$ cat config.mk
export PLATFORM = sky130hd
export DESIGN_NAME = instr_fetch_unit_flat
export DESIGN_NICKNAME = d
export VERILOG_FILES = /design/src/rtl/instr_fetch_unit_pkg.sv /design/src/rtl/instr_fetch_unit_if.sv /design/src/rtl/instr_fetch_unit_fetch_fifo.sv /design/src/rtl/instr_fetch_unit.sv /design/src/flat_wrapper.sv
export SDC_FILE = /design/constraint.sdc
export NUM_CORES = 1
export LEC_CHECK = 0
export CAP_MARGIN = 20
export CORE_UTILIZATION = 48
export DETAILED_ROUTE_END_ITERATION = 7
export GPL_TIMING_DRIVEN = 0
export HOLD_SLACK_MARGIN = 0.02
export PLACE_DENSITY = 0.89
export SKIP_CTS_REPAIR_TIMING = 1
export SLEW_MARGIN = 25
export SYNTH_ARGS = -nofsm -noshare
export SYNTH_HDL_FRONTEND = slang
export SYNTH_HIERARCHICAL = 1
export SYNTH_SLANG_ARGS = --single-unit
export TNS_END_PERCENT = 1
$ cat constraint.sdc
create_clock -name clk -period 4.87 [get_ports clk]
set_input_delay 0.487 -clock clk [delete_from_list [all_inputs] [get_ports clk]]
set_output_delay 0.487 -clock clk [all_outputs]
set_load 0.02 [all_outputs]
$ cat src/rtl/instr_fetch_unit_pkg.sv
// Shared fetch-stage types: FSM states, FIFO entry layout, default reset PC.
package instr_fetch_unit_pkg;
  localparam int          INSTR_W          = 32;
  localparam logic [31:0] DEFAULT_RESET_PC = 32'h0000_0000;

  typedef enum logic [1:0] {
    FETCH_IDLE = 2'd0,
    FETCH_WAIT = 2'd1,
    FETCH_DROP = 2'd2
  } fetch_state_e;

  typedef struct packed {
    logic [31:0]        pc;
    logic [INSTR_W-1:0] instr;
  } fetch_entry_t;

  function automatic logic [31:0] word_align(input logic [31:0] a);
    return {a[31:2], 2'b00};
  endfunction
endpackage

$ cat src/rtl/instr_fetch_unit_if.sv
// Fetch-stage bus: imem read handshake, execute redirect, decode valid/ready.
interface instr_fetch_unit_if;
  import instr_fetch_unit_pkg::*;

  logic               imem_req;
  logic [31:0]        imem_addr;
  logic               imem_ack;
  logic [INSTR_W-1:0] imem_rdata;
  logic               redirect;
  logic [31:0]        redirect_pc;
  logic               if_valid;
  logic [INSTR_W-1:0] if_instr;
  logic [31:0]        if_pc;
  logic               id_ready;

  modport master (
    output imem_req, imem_addr, if_valid, if_instr, if_pc,
    input  imem_ack, imem_rdata, redirect, redirect_pc, id_ready
  );

  modport slave (
    input  imem_req, imem_addr, if_valid, if_instr, if_pc,
    output imem_ack, imem_rdata, redirect, redirect_pc, id_ready
  );
endinterface

$ cat src/rtl/instr_fetch_unit_fetch_fifo.sv
// Prefetch FIFO of {pc,instr}; head output holds its last value while empty.
module fetch_fifo
  import instr_fetch_unit_pkg::*;
#(
  parameter int DEPTH = 2
) (
  input  logic                   clk,
  input  logic                   clr,
  input  logic                   push,
  input  logic                   pop,
  input  logic                   flush,
  input  fetch_entry_t           wdata,
  output fetch_entry_t           head,
  output logic                   valid,
  output logic [$clog2(DEPTH):0] count
);
  localparam int AW = $clog2(DEPTH);

  fetch_entry_t    mem [DEPTH];
  fetch_entry_t    head_q;
  logic [AW-1:0]   wr_ptr, rd_ptr;

  always_ff @(posedge clk)
    if (push) mem[wr_ptr] <= wdata;

  always_ff @(posedge clk) begin
    if (clr || flush) begin
      wr_ptr <= '0;
      rd_ptr <= '0;
      count  <= '0;
    end else begin
      if (push) wr_ptr <= wr_ptr + 1'b1;
      if (pop)  rd_ptr <= rd_ptr + 1'b1;
      count <= count + {{AW{1'b0}}, push} - {{AW{1'b0}}, pop};
    end
  end

  // Remember what decode last saw so the head is stable once drained.
  always_ff @(posedge clk) begin
    if (clr) head_q <= '0;
    else     head_q <= head;
  end

  assign valid = (count != '0);
  assign head  = valid ? mem[rd_ptr] : head_q;
endmodule

$ cat src/rtl/instr_fetch_unit.sv
// Fetch stage: PC + single-outstanding imem request FSM feeding a prefetch FIFO.
module instr_fetch_unit
  import instr_fetch_unit_pkg::*;
#(
  parameter logic [31:0] RESET_PC   = DEFAULT_RESET_PC,
  parameter int          FIFO_DEPTH = 2
) (
  input logic                clk,
  input logic                clr,
  instr_fetch_unit_if.master bus
);
  localparam int              CW      = $clog2(FIFO_DEPTH) + 1;
  localparam logic [CW-1:0]   DEPTH_C = CW'(FIFO_DEPTH);

  fetch_state_e  state, state_nxt;
  logic [31:0]   fetch_pc, fetch_pc_nxt;
  logic          req_q;
  logic          push, pop;
  logic [CW-1:0] count, count_after_pop;
  fetch_entry_t  push_data, head;

  assign pop             = bus.if_valid & bus.id_ready;
  assign count_after_pop = count - {{(CW-1){1'b0}}, pop};
  assign push_data       = '{pc: fetch_pc, instr: bus.imem_rdata};

  always_comb begin
    state_nxt    = state;
    fetch_pc_nxt = fetch_pc;
    push         = 1'b0;
    case (state)
      FETCH_IDLE:
        if (!bus.redirect && count_after_pop < DEPTH_C) state_nxt = FETCH_WAIT;
      FETCH_WAIT:
        // A redirect squashes the outstanding read; a same-cycle ack is that read.
        if (bus.redirect) begin
          state_nxt = bus.imem_ack ? FETCH_IDLE : FETCH_DROP;
        end else if (bus.imem_ack) begin
          push         = 1'b1;
          fetch_pc_nxt = fetch_pc + 32'd4;
          state_nxt    = FETCH_IDLE;
        end
      FETCH_DROP:
        if (bus.imem_ack) state_nxt = FETCH_IDLE;
      default: state_nxt = FETCH_IDLE;
    endcase
    if (bus.redirect) fetch_pc_nxt = word_align(bus.redirect_pc);
  end

  always_ff @(posedge clk) begin
    if (clr) begin
      state    <= FETCH_IDLE;
      fetch_pc <= RESET_PC;
      req_q    <= 1'b0;
    end else begin
      state    <= state_nxt;
      fetch_pc <= fetch_pc_nxt;
      req_q    <= (state_nxt == FETCH_WAIT);
    end
  end

  assign bus.imem_req  = req_q;
  assign bus.imem_addr = fetch_pc;

  fetch_fifo #(.DEPTH(FIFO_DEPTH)) u_fifo (
    .clk   (clk),
    .clr   (clr),
    .push  (push),
    .pop   (pop),
    .flush (bus.redirect),
    .wdata (push_data),
    .head  (head),
    .valid (bus.if_valid),
    .count (count)
  );

  assign bus.if_instr = head.instr;
  assign bus.if_pc    = head.pc;
endmodule

$ cat src/flat_wrapper.sv
// flat-port wrapper written by rule: the top's interface ports become plain ports
module instr_fetch_unit_flat import instr_fetch_unit_pkg::*;
#(
  parameter logic [31:0] RESET_PC   = DEFAULT_RESET_PC,
  parameter int          FIFO_DEPTH = 2
)
  (clk, clr, bus_imem_req, bus_imem_addr, bus_if_valid, bus_if_instr, bus_if_pc, bus_imem_ack, bus_imem_rdata, bus_redirect, bus_redirect_pc, bus_id_ready);
  instr_fetch_unit_if bus_i ();
  input logic clk;
  input logic clr;
  output wire logic [$bits(bus_i.imem_req)-1:0] bus_imem_req;
  output wire logic [$bits(bus_i.imem_addr)-1:0] bus_imem_addr;
  output wire logic [$bits(bus_i.if_valid)-1:0] bus_if_valid;
  output wire logic [$bits(bus_i.if_instr)-1:0] bus_if_instr;
  output wire logic [$bits(bus_i.if_pc)-1:0] bus_if_pc;
  input wire logic [$bits(bus_i.imem_ack)-1:0] bus_imem_ack;
  input wire logic [$bits(bus_i.imem_rdata)-1:0] bus_imem_rdata;
  input wire logic [$bits(bus_i.redirect)-1:0] bus_redirect;
  input wire logic [$bits(bus_i.redirect_pc)-1:0] bus_redirect_pc;
  input wire logic [$bits(bus_i.id_ready)-1:0] bus_id_ready;
  assign bus_imem_req = bus_i.imem_req;
  assign bus_imem_addr = bus_i.imem_addr;
  assign bus_if_valid = bus_i.if_valid;
  assign bus_if_instr = bus_i.if_instr;
  assign bus_if_pc = bus_i.if_pc;
  assign bus_i.imem_ack = bus_imem_ack;
  assign bus_i.imem_rdata = bus_imem_rdata;
  assign bus_i.redirect = bus_redirect;
  assign bus_i.redirect_pc = bus_redirect_pc;
  assign bus_i.id_ready = bus_id_ready;
  instr_fetch_unit #(.RESET_PC(RESET_PC), .FIFO_DEPTH(FIFO_DEPTH)) u_core (.clk(clk), .clr(clr), .bus(bus_i));
endmodule
==> impl_results.md, run 1 <==
* Final ANT Viol Nets at 0
* Clock sinks at 230
* Via density at 5.506
* Critical Path Fanout Max at 16
* Global-route met3 utilization at 4.158%
* Dpl hpwl at 15,170 um
* Fin nets at 1,016
* GR Util met1 at 28.02%
* Die Area at 0.02049 mm2
* PortBufs at 161
* CTS tree: yes
* Total gr overflow at 0
* Die Ht at 143.1 um
* Non-Filler Instances at 1,225
* Inserted Clock Buffers at 23
* GRT Util Overall at 22.00%
* EDFF count, synth at 128
* RSZ-0062 raised after global routing: false
* FILL cells at 1,497
* Syn Inst Count at 749
* Largest net degree at the start of global routing at 35
* CORE AREA at 0.01953 mm2
* DR vias at 6,745
* Initial antenna violation count at 0
* Synth top area share at 40.20%
* Initial drt markers at 426
* Tot Pwr at 4.266 mW
* Synth unique cells at 45
* Final clock skew at 7.477 ps
* H-tree Lvls at 1
* Largest cells by area after synthesis: edfxtp_1, dfxtp_1, mux2i_1
* Vias in the first global route at 6,656
* Period minus WS final at 3070 ps
* Met2 usage at 37.33%
* Synth Warn # at 6
* Peak supply drop at 0.2023 mV
* CP arrival at 3270 ps
* FP Rows at 51
* First-pass GRT wire length at 34,930 um
* Startpoint types: input port
* Top FF cell, synth: edfxtp_1
* Max Clock Freq at 325.8 MHz
* Leakage power figure at 4.167 nW
* Status: complete, no violations
* WL final at 22,110 um
* Seq/Total Area, Yosys at 61.55%
* Synthesized cell area at 0.009562 mm2
* I/O Pins at 167
* Crit-path slowest cell: nor2b_4
* Global route hottest layer: met2
* Slowest stage delay, CP at 590 ps
* CTS root buf: clkbuf_16
* Inst Count DP at 1,184
* Wire per inst at 18.04 um
* Final period utilization at 63.03%
* CP delay by family, top: buffers and inverters
* Maxcap violations at 0
* Hold Worst Slack at 333.7 ps
* DRC violations left at 0
* Initial Util at 48.97%
* Syn Area/Cell at 12.77 um2
* Max Slew Vio Count at 0
* Drt pass-1 iters at 7
* Most common cell in the netlist: edfxtp_1
* Synthesis-stage register bit count at 230
* CP Cell Sequence: clkdlybuf4s50_1 > clkbuf_1 > clkbuf_1 > clkbuf_1 > nor2_1 > nor2b_4 > buf_16 > buf_16
* Final GP Congestion at 0.8652
* Pwr per Cell Area at 345.0 mW/mm2
* Slew HR at 48.32%
* Synth area leader: edfxtp_1
* Setup violators final at 0
* Commonest cells in the synthesized netlist: edfxtp_1, dfxtp_1, a21oi_1, nor3_1, mux2i_1
* Crit path buffers/inverters at 6
* CP Class: input port to flop
* Max Buffers Root-to-Sink at 3
* Post-synth ARST share at 0%
* CP dominant cell by count: clkbuf_1
* HP Class: input port to flop
* Fin. Hold Viols at 0
* Worst EP required at 5080 ps
* Area growth syn-to-layout at 29.31%
* Crit. End Element: flop
* Antenna cells at 0
* Worst-path clk slew at 60 ps
* Clock latency on the worst-skew pair at 490 ps
* Slew @ Worst Pin at 775.2 ps
* Layout cell share with drive strength beyond 1 at 13.44%
* Die width at 143.1 um
[placed cells by master (no fill, tap or decap), types with 18 or more instances in the layout]
| cell type | instances |
|---|---|
| xnor2_1 | 24 |
| edfxtp_1 | 128 |
| buf_2 | 23 |
| nor3_1 | 75 |
| a21oi_1 | 85 |
| a211oi_1 | 19 |
| mux2i_1 | 68 |
| clkbuf_1 | 26 |
| dfxtp_1 | 102 |
| clkdlybuf4s50_1 | 161 |
| nand2_1 | 18 |
| a211oi_2 | 45 |
| clkbuf_16 | 23 |
[metal layers]
metal | vias up | part of all wire, %
met2 | 249 | 49
met4 | 0 | 2.5
met3 | 49 | 6.7
met5 | - | 0
met1 | 3237 | 42
li1 | 3210 | -
[metrics by stage]
stage                     instance area (um2)  setup WS (ps)  utilization (%)  setup TNS, ps
after global routing                    12360           1631            63.32              0
after global placement                  11520          -2445            59.02        -168470
after floorplan                          9580          232.3                -              0
after CTS                               12360           1801            63.32              0
final                                   12360           1800            63.32              0
after detailed placement                11640           1323            59.59              0
[worst paths after layout]
path / from / to / slack, ps / depth (start not counted)
max: bus_redirect / u_core/u_fifo/mem[0][16]$_DFFE_PP_ / 1800 / 8
max reg2reg: u_core/state[0]$_SDFF_PP0_ / u_core/u_fifo/mem[0][16]$_DFFE_PP_ / 2150 / 6
min: clr / u_core/bus.imem_addr[9]$_SDFFE_PP0P_ / 330 / 2
min reg2reg: u_core/state[1]$_SDFF_PP0_ / u_core/state[0]$_SDFF_PP0_ / 530 / 1
[power breakdown]
part           internal (mW)  switching [mW]
Combinational          0.194           0.214
Sequential              2.10          0.0434
Clock                   1.03           0.693
Total                   3.32           0.950
[layout make-up]
cell class / count / area (um2) / area share [%]
Multi-Input combinational cell: 449 / 3282 / 26.54
Sequential cell: 230 / 5886 / 47.60
Buffer: 58 / 359.1 / 2.904
Inverter: 17 / 63.81 / 0.5161
Clock inverter: 12 / 130.1 / 1.052
Timing Repair Buffer: 165 / 1714 / 13.86
Clock buffer: 29 / 598.1 / 4.837
Tap cell: 265 / 331.6 / 2.682
[cells by family (layout without fill, tap and decap cells)]
kind of cell | Yosys count | after routing | share of synthesized area (%)
buffers and inverters | 75 | 281 | 4.423
DFF | 230 | 230 | 61.55
AOI/OAI and AO/OA | 174 | 174 | 13.67
and+or+nand+nor | 166 | 166 | 9.696
xor gates and xnor gates | 31 | 31 | 2.983
adders and majority gates | 3 | 3 | 0.3926
other | 1 | 6 | 0.03922
muxes | 69 | 69 | 7.236
[state kept, by name (all words and copies together), names as in the netlist, named ones only]
| signal | cells |
|---|---|
| u_core/bus.imem_addr | 30 |
| u_core/bus.imem_req | 1 |
| u_core/state | 2 |
| u_core/u_fifo/count | 2 |
| u_core/u_fifo/head_q | 64 |
| u_core/u_fifo/mem | 128 |
| u_core/u_fifo/rd_ptr | 1 |
| u_core/u_fifo/wr_ptr | 1 |
[worst register-to-register path: cells and delay by family, from the launching register on]
kind / cells / cell delay, ps
and+or+nand+nor: 3 / 1270
buffers and inverters: 3 / 730
DFF: 1 / 420
No activity file was read; power rests on OpenSTA's default activity.
==> run 2, diff against run 1 <==
==> constraint.sdc (replaced) <==
create_clock -name clk -period 2.7 [get_ports clk]
set_input_delay 0.27 -clock clk [delete_from_list [all_inputs] [get_ports clk]]
set_output_delay 0.27 -clock clk [all_outputs]
set_load 0.02 [all_outputs]
==> run 2 against run 1 <==
Clock skew grew 5.7 ps. Routed wire length is 2.4% higher. Cell count grew 0.16%. Non-clock buffer count grew 2. Critical endpoint is now bus_if_pc[10]. Highest routed layer unchanged.
==> impl_results.md, run 2 (synthesized netlist as in run 1, its figures left out) <==
* Initial antenna violation count at 0 (unchanged)
* PortBufs at 161 (unchanged)
* Fin. Hold Viols at 0 (unchanged)
* Worst-path clk slew at 60 ps (about the same)
* RSZ-0062 raised after global routing: true
* CTS root buf: clkbuf_16
* Final clock skew at 13.18 ps (+5.706 ps)
* Layout cell share with drive strength beyond 1 at 14.24% (+0.80 points)
* Max Clock Freq at 380.0 MHz
* DR vias at 6,740 (-0.074%)
* Final GP Congestion at 0.8739 (+1.0%)
* FP Rows at 51 (unchanged)
* Final period utilization at 97.47%
* Peak supply drop at 0.3903 mV (+93%)
* Inserted Clock Buffers at 23 (unchanged)
* Area growth syn-to-layout at 30.44%
* WL final at 22,640 um (+2.4%)
* Largest net degree at the start of global routing at 39 (+11%)
* GRT Util Overall at 22.25% (+0.25 points)
* Most frequent cells in the layout: clkdlybuf4s50_1, edfxtp_1, dfxtp_1
* Critical Path Fanout Max at 10 (-6)
* Worst EP required at 2430 ps (-2650 ps)
* Initial Util at 48.97% (unchanged)
* FILL cells at 1,482 (-1.0%)
* Setup violators final at 0 (unchanged)
* Setup ws final at 68.28 ps (-1732 ps)
* Placement Setup Slack at -655.7 ps (-1979 ps)
* CP Class: flop to output port
* Vias in the first global route at 6,652 (-0.060%)
* Clock latency on the worst-skew pair at 500 ps (about the same)
* Max Slew Vio Count at 0 (unchanged)
* Wire per inst at 18.45 um (+2.2%)
* Hold Worst Slack at 103.7 ps (-230.0 ps)
* Dpl hpwl at 15,400 um (+1.5%)
* Initial drt markers at 362 (-15%)
* Pwr per Cell Area at 631.3 mW/mm2 (+83%)
* CP arrival at 2360 ps (-910 ps)
* Startpoint types: flop
* H-tree Lvls at 1 (unchanged)
* Max reg flops at 128 (unchanged)
* FF+latch area at 0.005886 mm2 (unchanged)
* Antenna cells at 0 (unchanged)
* Clock sinks at 230 (unchanged)
* Period minus WS final at 2632 ps
* Tot Pwr at 7.874 mW (+85%)
* Fin util at 63.87% (+0.55 points)
* Area of the multi-input gates at 0.003284 mm2 (about the same)
* Leading cell type in the layout, fill and taps excluded: clkdlybuf4s50_1
* Leakage power figure at 4.411 nW (+5.8%)
* Slew @ Worst Pin at 767.9 ps (-7.267 ps)
* Largest reg by FF count: u_core/u_fifo/mem
* Via density at 5.493 (-0.24%)
* Total gr overflow at 0 (unchanged)
* Drt pass-1 iters at 5 (-2)
* Die width at 143.1 um (unchanged)
* Slew HR at 48.81% (+0.48 points)
* DRC violations left at 0 (unchanged)
* Max Buffers Root-to-Sink at 3 (unchanged)
* Die Ht at 143.1 um (unchanged)
* HP Class: input port to flop
* I/O Pins at 167 (unchanged)
* Status: complete, no violations
* Die Area at 0.02049 mm2 (unchanged)
* CORE AREA at 0.01953 mm2 (unchanged)
* Crit. End Element: output port
* CTS tree: yes
* Final ANT Viol Nets at 0 (unchanged)
* First-pass GRT wire length at 35,260 um (+0.93%)
* Maxcap violations at 0 (unchanged)
* Fin nets at 1,018 (+0.20%)
==> run 2: routing by layer <==
metal	GRT usage (%)	vias up	routed length (um)
met3	3.722	37	1732
met5	0	-	0
li1	-	3208	-
met4	6.225	0	382
met1	29.52	3218	9468
met2	37.54	277	11060
==> run 2: path summary, 6_finish.rpt <==
path,start,to,slack (ps),depth (start not counted)
hold reg to reg,u_core/state[1]$_SDFF_PP0_,u_core/state[0]$_SDFF_PP0_,510,1
hold / removal,clr,u_core/bus.imem_addr[9]$_SDFFE_PP0P_,100,2
setup / recovery,u_core/u_fifo/count[0]$_SDFF_PP0_,bus_if_pc[10],70,5
setup reg to reg,u_core/state[0]$_SDFF_PP0_,u_core/u_fifo/mem[1][10]$_DFFE_PP_,250,5
==> run 2: through the flow <==
| stage | cells | cell area [um2] | TNS, ps |
|---|---|---|---|
| after floorplan | 754 | 9588 | -22300 |
| after global placement | 1180 | 11530 | -219060 |
| after detailed placement | 1184 | 11620 | -52840 |
| after CTS | 1225 | 12410 | -2542 |
| after global routing | 1227 | 12470 | -101.6 |
| final | 1227 | 12470 | 0 |
==> run 2: report_power, final <==
part / leakage (nW) / total [mW] / internal (mW) / switching, mW
clock: 0.387 / 3.28 / 2.00 / 1.28
combinational: 2.03 / 0.734 / 0.348 / 0.386
sequential: 1.99 / 3.86 / 3.78 / 0.0799
total: 4.41 / 7.87 / 6.13 / 1.74
==> run 2: cell type report <==
type                    instances  share of cell area (%)
clock buffers                  32                   5.628
multi-input cells             449                   26.33
clock inverters                 9                  0.7725
plain buffers                  58                   2.959
well taps                     265                   2.658
repair buffers                167                   13.94
inverters                      17                  0.5116
flip-flops and latches        230                   47.19
==> run 2: critical path, cell delays in order, from the launching register on <==
cell and delay, ps:
dfxtp_1 330, or2_1 260, buf_2 200, buf_2 210
a21oi_1 210, clkdlybuf4s50_1 650
==> run 3, diff against run 2 <==
--- a/config.mk
+++ b/config.mk
@@ -12,7 +12,7 @@
 export HOLD_SLACK_MARGIN = 0.02
 export PLACE_DENSITY = 0.89
 export SKIP_CTS_REPAIR_TIMING = 1
-export SLEW_MARGIN = 25
+export SLEW_MARGIN = 10
 export SYNTH_ARGS = -nofsm -noshare
 export SYNTH_HDL_FRONTEND = slang
 export SYNTH_HIERARCHICAL = 1
==> run 3 against run 2 <==
Sequential share of layout area grew 0.29 points. Combinational power about the same. Via count fell by 0.67%. Fmax decreased by 0.89%. Cell count fell by 0.33%. Die area stayed put. Global-route usage fell by 0.30 points. Sequential power about the same.
==> impl_results.md, run 3 (synthesized netlist as in run 1, its figures left out) <==
* Status: complete, no violations
* CP arrival at 2390 ps (+30 ps)
* CP Class: flop to output port
* Leakage power figure at 4.321 nW (-2.0%)
* Crit. End Element: output port
* Fin. Hold Viols at 0 (unchanged)
* Setup tns final at 0 ps (unchanged)
* Final GP Congestion at 0.8739 (unchanged)
* Via density at 5.474 (-0.34%)
* Fin nets at 1,015 (-0.29%)
* Worst EP required at 2430 ps (about the same)
* WL final at 22,310 um (-1.4%)
* First-pass GRT wire length at 34,750 um (-1.4%)
* Wire per inst at 18.24 um (-1.1%)
* Largest net degree at the start of global routing at 39 (unchanged)
* Period minus WS final at 2655 ps (+23.52 ps)
* GRT Util Overall at 21.96% (-0.30 points)
* Largest reg by FF count: u_core/u_fifo/mem
* CTS root buf: clkbuf_16
* Non-Filler Instances at 1,223 (-0.33%)
* Initial antenna violation count at 0 (unchanged)
* Initial Util at 48.97% (unchanged)
* H-tree Lvls at 1 (unchanged)
* Total gr overflow at 0 (unchanged)
* Inserted Clock Buffers at 23 (unchanged)
* Final period utilization at 98.34% (+0.87 points)
* Maxcap violations at 0 (unchanged)
* Setup violators final at 0 (unchanged)
* Critical Path Fanout Max at 10 (unchanged)
* Max Slew Vio Count at 0 (unchanged)
* Inst Count DP at 1,183 (-0.084%)
* Drt pass-1 iters at 5 (unchanged)
* Area of the multi-input gates at 0.003284 mm2 (unchanged)
* Vias in the first global route at 6,692 (+0.60%)
* Die Ht at 143.1 um (unchanged)
* FILL cells at 1,500 (+1.2%)
* RSZ-0062 raised after global routing: true
* Worst hold path startpoint: clr
* Leading cell type in the layout, fill and taps excluded: clkdlybuf4s50_1
* FP Rows at 51 (unchanged)
* DRC violations left at 0 (unchanged)
* Area growth syn-to-layout at 29.65%
* Slew @ Worst Pin at 779.6 ps (+11.73 ps)
* Initial drt markers at 366 (+1.1%)
* Max Buffers Root-to-Sink at 3 (unchanged)
* Peak supply drop at 0.3566 mV (-8.6%)
* Clock latency on the worst-skew pair at 500 ps (about the same)
* Dpl hpwl at 15,330 um (-0.51%)
* Final clock skew at 12.54 ps (-0.6464 ps)
* Max reg flops at 128 (unchanged)
* Final ANT Viol Nets at 0 (unchanged)
* CORE AREA at 0.01953 mm2 (unchanged)
* Slew HR at 48.02% (-0.78 points)
* Pwr per Cell Area at 631.0 mW/mm2 (about the same)
* CTS tree: yes
* Worst Setup SP: u_core/u_fifo/count[1]$_SDFF_PP0_
* Layout cell share with drive strength beyond 1 at 13.78% (-0.46 points)
* Most frequent cells in the layout: clkdlybuf4s50_1, edfxtp_1, dfxtp_1
* DR vias at 6,695 (-0.67%)
* FF+latch area at 0.005886 mm2 (unchanged)
* Clock sinks at 230 (unchanged)
* Die width at 143.1 um (unchanged)
* Die Area at 0.02049 mm2 (unchanged)
* I/O Pins at 167 (unchanged)
* Startpoint types: flop
* Reg2Reg Launch Point: u_core/state[0]$_SDFF_PP0_
* Max Clock Freq at 376.6 MHz (-0.89%)
* Fin util at 63.49% (-0.38 points)
* Antenna cells at 0 (unchanged)
* HP Class: input port to flop
* Worst-path clk slew at 60 ps (about the same)
* PortBufs at 161 (unchanged)
[run 3: final timing paths]
kind                            cells past startpoint  slack, ps                                   end
worst max-delay path                                5         40                      bus_if_instr[15]
worst min-delay path                                2        120  u_core/bus.imem_addr[9]$_SDFFE_PP0P_
worst max register to register                      5        260    u_core/u_fifo/mem[1][20]$_DFFE_PP_
worst min register to register                      1        540            u_core/state[0]$_SDFF_PP0_
[run 3: power breakdown]
part | internal, mW | total (mW) | switching, mW | leakage (nW)
Combinational | 0.346 | 0.731 | 0.385 | 1.96
Sequential | 3.78 | 3.86 | 0.0793 | 1.99
Clock | 1.97 | 3.23 | 1.26 | 0.369
Total | 6.10 | 7.82 | 1.73 | 4.32
[run 3: area by class of cell]
type	instances	share of cell area, %
clock buffers	28	4.875
plain buffers	58	2.967
repair buffers	164	13.67
multi-input cells	449	26.49
inverters	17	0.5147
clock inverters	12	1.332
flip-flops and latches	230	47.48
well taps	265	2.675
[run 3: layer usage]
metal / global-route usage (%) / vias to the layer above / wire length (um)
li1: - / 3201 / -
met1: 28.79 / 3163 / 9494
met2: 36.94 / 290 / 10830
met3: 3.924 / 41 / 1554
met4: 6.735 / 0 / 429
met5: 0 / - / 0
[run 3: per-stage QoR]
stage | total power, mW | hold WS (ps) | area [um2] | setup slack (ps)
after global routing | 8.065 | 130.6 | 12400 | -40.46
after floorplan | 4.290 | 346.1 | 9588 | -348.4
after CTS | 7.878 | 91.50 | 12360 | -68.92
final | 7.822 | 120.8 | 12400 | 44.75
after global placement | 4.639 | 483.6 | 11530 | -2126
after detailed placement | 4.661 | 503.9 | 11590 | -464.4
[run 3: critical path, cell delays in order, from the launching register on]
cell and delay (ps):
dfxtp_1 370, buf_2 290, buf_2 280, nor3_1 120, a21oi_1 190, clkdlybuf4s50_1 640
